==> src/rtl/dram_bridge_mb_pkg.sv <==
// Shared types and helpers for the multi-beat DRAM bridge.
package bridge_mb_pkg;

  typedef enum logic [2:0] {
    ST_IDLE,
    ST_AR,
    ST_R,
    ST_AW,
    ST_W,
    ST_B,
    ST_OUT
  } state_e;

  localparam logic [1:0] RESP_OKAY = 2'b00;

  // Byte address of one beat; caller truncates to its address width.
  function automatic logic [63:0] beat_addr(input logic [63:0] base,
                                            input logic [63:0] idx,
                                            input logic [63:0] rec_bytes,
                                            input logic [63:0] beat,
                                            input logic [63:0] word_bytes);
    return base + idx * rec_bytes + beat * word_bytes;
  endfunction

endpackage

==> src/rtl/dram_bridge_mb.sv <==
// Client-to-AXI4-Lite bridge: one record per request, split into BEATS
// single-word transactions, with per-beat retry and an abort flag.
module dram_bridge_mb
  import bridge_mb_pkg::*;
#(
  parameter int unsigned        DATA_W    = 64,
  parameter int unsigned        ADDR_W    = 17,
  parameter int unsigned        IDX_W     = 8,
  parameter int unsigned        BEATS     = 1,
  parameter logic [ADDR_W-1:0]  BASE_ADDR = 17'h10000,
  parameter int unsigned        MAX_RETRY = 3
) (
  input  logic                      clk,
  input  logic                      rst_n,
  input  logic                      C_in_valid,
  input  logic                      C_r_wb,
  input  logic [IDX_W-1:0]          C_addr,
  input  logic [BEATS*DATA_W-1:0]   C_data_w,
  output logic                      C_out_valid,
  output logic [BEATS*DATA_W-1:0]   C_data_r,
  output logic                      C_err,
  output logic                      AR_VALID,
  output logic [ADDR_W-1:0]         AR_ADDR,
  input  logic                      AR_READY,
  input  logic                      R_VALID,
  input  logic [DATA_W-1:0]         R_DATA,
  input  logic [1:0]                R_RESP,
  output logic                      R_READY,
  output logic                      AW_VALID,
  output logic [ADDR_W-1:0]         AW_ADDR,
  input  logic                      AW_READY,
  output logic                      W_VALID,
  output logic [DATA_W-1:0]         W_DATA,
  input  logic                      W_READY,
  input  logic                      B_VALID,
  input  logic [1:0]                B_RESP,
  output logic                      B_READY
);

  localparam int unsigned REC_W   = BEATS * DATA_W;
  localparam int unsigned BEAT_W  = (BEATS > 1) ? $clog2(BEATS) : 1;
  localparam int unsigned RETRY_W = (MAX_RETRY > 0) ? $clog2(MAX_RETRY + 1) : 1;
  localparam logic [BEAT_W-1:0]  LAST_BEAT = BEAT_W'(BEATS - 1);
  localparam logic [RETRY_W-1:0] RETRY_MAX = RETRY_W'(MAX_RETRY);

  state_e             state_q, state_d;
  logic               rd_q, rd_d;
  logic [IDX_W-1:0]   idx_q, idx_d;
  logic [REC_W-1:0]   rec_q, rec_d;
  logic [BEAT_W-1:0]  beat_q, beat_d;
  logic [RETRY_W-1:0] retry_q, retry_d;
  logic               err_q, err_d;

  logic [ADDR_W-1:0]  cur_addr;
  logic [31:0]        slot_lo;
  logic               resp_hit;
  logic [1:0]         resp;
  state_e             retry_state;

  assign cur_addr = ADDR_W'(beat_addr(64'(BASE_ADDR), 64'(idx_q),
                                      64'(REC_W / 8), 64'(beat_q),
                                      64'(DATA_W / 8)));
  assign slot_lo  = 32'(beat_q) * 32'(DATA_W);

  // R and B responses share one OKAY/retry/abort decision; only the
  // channel to re-issue on differs.
  assign resp_hit    = (state_q == ST_R && R_VALID) || (state_q == ST_B && B_VALID);
  assign resp        = (state_q == ST_R) ? R_RESP : B_RESP;
  assign retry_state = (state_q == ST_R) ? ST_AR : ST_AW;

  // Next-state and datapath updates.
  always_comb begin
    state_d = state_q;
    rd_d    = rd_q;
    idx_d   = idx_q;
    rec_d   = rec_q;
    beat_d  = beat_q;
    retry_d = retry_q;
    err_d   = err_q;
    case (state_q)
      ST_IDLE: begin
        if (C_in_valid) begin
          rd_d    = C_r_wb;
          idx_d   = C_addr;
          rec_d   = C_data_w;
          beat_d  = '0;
          retry_d = '0;
          err_d   = 1'b0;
          state_d = C_r_wb ? ST_AR : ST_AW;
        end
      end
      ST_AR: if (AR_READY) state_d = ST_R;
      ST_AW: if (AW_READY) state_d = ST_W;
      ST_W:  if (W_READY)  state_d = ST_B;
      ST_R, ST_B: begin
        if (resp_hit) begin
          if (resp == RESP_OKAY) begin
            if (state_q == ST_R) rec_d[slot_lo +: DATA_W] = R_DATA;
            retry_d = '0;
            if (beat_q == LAST_BEAT) begin
              state_d = ST_OUT;
            end else begin
              beat_d  = beat_q + 1'b1;
              state_d = retry_state;
            end
          end else if (retry_q < RETRY_MAX) begin
            retry_d = retry_q + 1'b1;
            state_d = retry_state;
          end else begin
            err_d   = 1'b1;
            state_d = ST_OUT;
          end
        end
      end
      ST_OUT:  state_d = ST_IDLE;
      default: state_d = ST_IDLE;
    endcase
  end

  // State and datapath registers with synchronous active-low reset.
  always_ff @(posedge clk) begin
    if (!rst_n) begin
      state_q <= ST_IDLE;
      rd_q    <= 1'b0;
      idx_q   <= '0;
      rec_q   <= '0;
      beat_q  <= '0;
      retry_q <= '0;
      err_q   <= 1'b0;
    end else begin
      state_q <= state_d;
      rd_q    <= rd_d;
      idx_q   <= idx_d;
      rec_q   <= rec_d;
      beat_q  <= beat_d;
      retry_q <= retry_d;
      err_q   <= err_d;
    end
  end

  // Outputs are pure decodes of registered state; payloads are zero when idle.
  assign AR_VALID    = (state_q == ST_AR);
  assign AR_ADDR     = AR_VALID ? cur_addr : '0;
  assign R_READY     = (state_q == ST_R);
  assign AW_VALID    = (state_q == ST_AW);
  assign AW_ADDR     = AW_VALID ? cur_addr : '0;
  assign W_VALID     = (state_q == ST_W);
  assign W_DATA      = W_VALID ? rec_q[slot_lo +: DATA_W] : '0;
  assign B_READY     = (state_q == ST_B);
  assign C_out_valid = (state_q == ST_OUT);
  assign C_err       = C_out_valid && err_q;
  assign C_data_r    = (C_out_valid && rd_q && !err_q) ? rec_q : '0;

endmodule

==> config.mk <==
export PLATFORM = sky130hd
export DESIGN_NAME = dram_bridge_mb
export DESIGN_NICKNAME = d
export VERILOG_FILES = /design/src/rtl/dram_bridge_mb_pkg.sv /design/src/rtl/dram_bridge_mb.sv
export SDC_FILE = /design/constraint.sdc
export NUM_CORES = 1
export LEC_CHECK = 0
export CAP_MARGIN = 30
export CORE_AREA = 2 2 122 124
export CTS_CLUSTER_DIAMETER = 80
export DETAILED_ROUTE_END_ITERATION = 7
export DIE_AREA = 0 0 124 126
export HOLD_SLACK_MARGIN = 0.15
export PLACE_DENSITY = 0.86
export SLEW_MARGIN = 40
export SYNTH_ARGS = -nofsm -noshare
export SYNTH_HDL_FRONTEND = slang
export SYNTH_SLANG_ARGS = --single-unit
==> constraint.sdc <==
create_clock -name clk -period 4 [get_ports clk]
set_input_delay 1 -clock clk [delete_from_list [all_inputs] [get_ports clk]]
set_output_delay 1 -clock clk [all_outputs]
set_load 0.005 [all_outputs]
==> results.py <==
metrics = {
    "status": {
        "status": "complete, no violations",
    },
    "floorplan": {
        "core-area_um2": 14300,
        "die_h_um": 126,
        "die-area_um2": 15600,
        "fp.dieW_um": 124,
        "start_util": 0.356,
        "pin_count": 318,
        "rows": 44,
    },
    "detailed_routing": {
        "antenna_left": 0,
        "initialDrtViolationCount": 153,
        "wirelength_um": 15900,
        "drt-wirelength-per-cell_um": 15.4,
        "firstDrtPassIters": 4,
        "viasPerCell": 4.77,
        "drc_errors": 0,
        "vias": 4900,
    },
    "timing": {
        "hold_viol": 0,
        "worst_pin_slew_ns": 0.709,
        "report.final.slew_viol_count": 0,
        "tns_ns": 0,
        "post-route-period-util": 0.910,
        "period_needed_ns": 3.64,
        "rsz0062_at_grt": "no",
        "finalClockSkew_ns": 0.00553,
        "max_slew_margin": 0.527,
        "final-setup-viol-count": 0,
        "clock.fmax_ghz": 0.275,
    },
    "synth": {
        "synthMuxAreaShare": 0.134,
        "yosys_warnings": 0,
        "ys_types": 38,
        "synth_top_family_by_area": "simple AND/OR/NAND/NOR gates",
        "synthCells": 568,
        "syn_area_um2": 5090,
        "synth_fa_ha_area_frac": 0.00246,
        "synth_simple_gate_area_frac": 0.277,
        "synth_compound_area_frac": 0.186,
        "seq_area_frac_synth": 0.310,
        "synth_xor_area_frac": 0,
        "syn_area_per_cell_um2": 8.97,
        "ys_seq_elements": 79,
    },
    "clock_tree": {
        "cts_setup_buffers": 0,
        "clockBufferDepth": 2,
        "cts_buffers": 9,
        "cts_root_buffer": "clkbuf_16",
        "cts.sinks": 79,
        "cts-resized-gates": 0,
        "worstSkewPairLatency_ns": 0.33,
        "cts_tree": "built",
        "postCtsHoldBufs": 0,
        "clk_pin_slew_ns": 0.06,
        "htreeDepth": 3,
    },
    "worst_hold_path": {
        "hold_start": "err_q$_SDFFE_PN0P_",
        "hp-class": "reg -> reg",
        "whs_path_depth": 2,
        "holdPathEnd": "err_q$_SDFFE_PN0P_",
    },
    "placement": {
        "io_buffers": 301,
        "post-dp-hpwl_um": 11800,
        "gp_congestion": 0.801,
        "dpl_cell_area_um2": 8080,
    },
    "worst_setup_path": {
        "crit_chain": "inv_1 > and3_1 > and3b_4 > and2_1 > clkdlybuf4s50_1",
        "reg2reg_from": "state_q[1]$_SDFFE_PN0P_",
        "cpLargestDelayFamily": "simple AND/OR/NAND/NOR gates",
        "reg2regPathDepth": 4,
        "critPathMaxFanout": 64,
        "critPathRequiredTime_ns": 3.00,
        "startpoint_type": "flip-flop",
        "crit_path_top_delay_cell": "and3b_4",
        "arrival_ns": 2.64,
        "crit_type": "reg -> out",
        "r2r-end": "rec_q[9]$_SDFFE_PN0P_",
        "end_kind": "primary output",
        "crit_buf_inv": 2,
        "max_stage_delay_ns": 0.65,
        "worst-r2r-setup-slack_ns": 1.65,
    },
    "cells_and_area": {
        "drive_gt1_frac": 0.114,
        "final_common_cell": "clkdlybuf4s50_1",
        "area_growth_pct": 64.6,
        "finalInstanceArea_um2": 8390,
        "n_antenna_cell": 0,
        "final_cell_mix": "301 x clkdlybuf4s50_1, 145 x and2_1, 79 x dfxtp_1, 72 x nor2_1, 66 x mux2i_1",
        "fin_nets": 988,
    },
    "grt": {
        "gr-usage-all-layers": 0.197,
        "grt_pass1_wl_um": 24100,
        "antenna_found_initial": 1,
        "grt_max_degree": 73,
        "grt_pass1_vias": 4744,
        "grt.overflow.total": 0,
    },
    "power_and_ir_drop": {
        "cellLeakagePower_nw": 3.03,
        "ir_drop_uv": 316,
        "powerDensity_nw_per_um2": 498,
    },
    "job": {
        "maxCapViolations": 0,
    },
}
==> where the power goes <==
part	internal [mW]	switching [mW]	leakage, nW
sequential	1.09	0.244	0.652
clock	0.533	0.320	0.156
combinational	0.959	1.03	2.22
==> registers in the layout (all words and copies together) (netlist names) <==
name,flops
idx_q,8
rd_q,1
err_q,1
state_q,3
retry_q,2
rec_q,64
==> metal layers <==
metal  share of wire  GRT usage  up-vias  routed length (um)
li1                -          -     2423                   -
met2            0.50      0.357      214                7970
met5               0          0        -                   0
met1            0.39      0.217     2239                6170
met4           0.022     0.0753        0                 343
met3           0.086     0.0516       24                1360
==> final cells by class <==
| class | instances | area [um^2] |
|---|---|---|
| repair buffers | 311 | 3110 |
| flip-flops and latches | 79 | 1580 |
| well taps | 184 | 230 |
| fillers | 1227 | 5930 |
| inverters | 4 | 16.3 |
| clock inverters | 3 | 40.0 |
| multi-input cells | 433 | 3130 |
| clock buffers | 13 | 270 |
==> cell families after synthesis <==
logic type	after synthesis
adder cells (fa/ha/maj)	1
buffers and inverters	71
AO/OA/AOI/OAI	90
flip-flops	79
AND/OR/NAND/NOR	259
multiplexers	67
other	1
==> Yosys cell counts <==
master / number / area [um^2]
a21bo_2: 1 / 10.0
inv_1: 4 / 15.0
and2_1: 145 / 907
buf_1: 1 / 3.75
or3b_1: 1 / 8.76
and3_1: 1 / 6.26
o31a_1: 1 / 8.76
nand3b_1: 2 / 15.0
nor3b_1: 2 / 15.0
dfxtp_1: 79 / 1580
o21ai_1: 1 / 5.00
or3b_2: 2 / 17.5
or3_1: 2 / 12.5
conb_1: 1 / 3.75
clkbuf_1: 33 / 124
nand2_8: 1 / 20.0
a22oi_1: 2 / 15.0
nand2_1: 22 / 82.6
o221a_2: 2 / 22.5
nand2b_1: 1 / 6.26
a211oi_2: 60 / 751
nand4bb_1: 1 / 11.3
mux4_2: 1 / 22.5
buf_12: 6 / 120
buf_4: 18 / 135
mux2i_1: 66 / 661
a21o_1: 1 / 7.51
o22ai_1: 3 / 18.8
nor2_1: 72 / 270
o21ai_0: 2 / 10.0
nor3_1: 3 / 15.0
a21oi_1: 12 / 60.1
and3b_1: 1 / 8.76
nand3_1: 3 / 15.0
a211oi_1: 5 / 37.5
buf_6: 2 / 22.5
buf_2: 7 / 35.0
ha_1: 1 / 12.5
==> worst max-delay path by stage <==
| stage | from | end | slack, ns | depth (start not counted) |
|---|---|---|---|---|
| finish | state_q[0]$_SDFFE_PN0P_ | C_data_r[16] | 0.36 | 5 |
| global route | state_q[0]$_SDFFE_PN0P_ | C_data_r[47] | 0.16 | 5 |
| CTS | state_q[0]$_SDFFE_PN0P_ | C_data_r[47] | 0.34 | 5 |
| detailed placement | state_q[0]$_SDFFE_PN0P_ | C_data_r[62] | 0.72 | 5 |
| global placement | state_q[0]$_SDFFE_PN0P_ | C_data_r[47] | 0.54 | 5 |
| floorplan | state_q[2]$_SDFFE_PN0P_ | C_data_r[0] | 1.58 | 6 |
==> per-stage QoR <==
step / hold slack, ns / instances / utilization / worst slack [ns] / power [mW]
2_1_floorplan: 0.432 / 583 / - / 1.58 / 2.84
3_3_place_gp: 0.450 / 1011 / 0.564 / 0.535 / 3.30
3_5_place_dp: 0.462 / 1011 / 0.564 / 0.718 / 3.35
4_1_cts: 0.473 / 1027 / 0.586 / 0.342 / 4.23
5_1_grt: 0.484 / 1027 / 0.586 / 0.164 / 4.47
6_report: 0.468 / 1027 / 0.586 / 0.361 / 4.17
==> tightest hold or removal path, stage by stage (launching register included) <==
cell	delay (ns)
dfxtp_1	0.31
nand3_1	0.06
o21ai_1	0.05
Note: power is estimated with default switching activity, not from simulation.
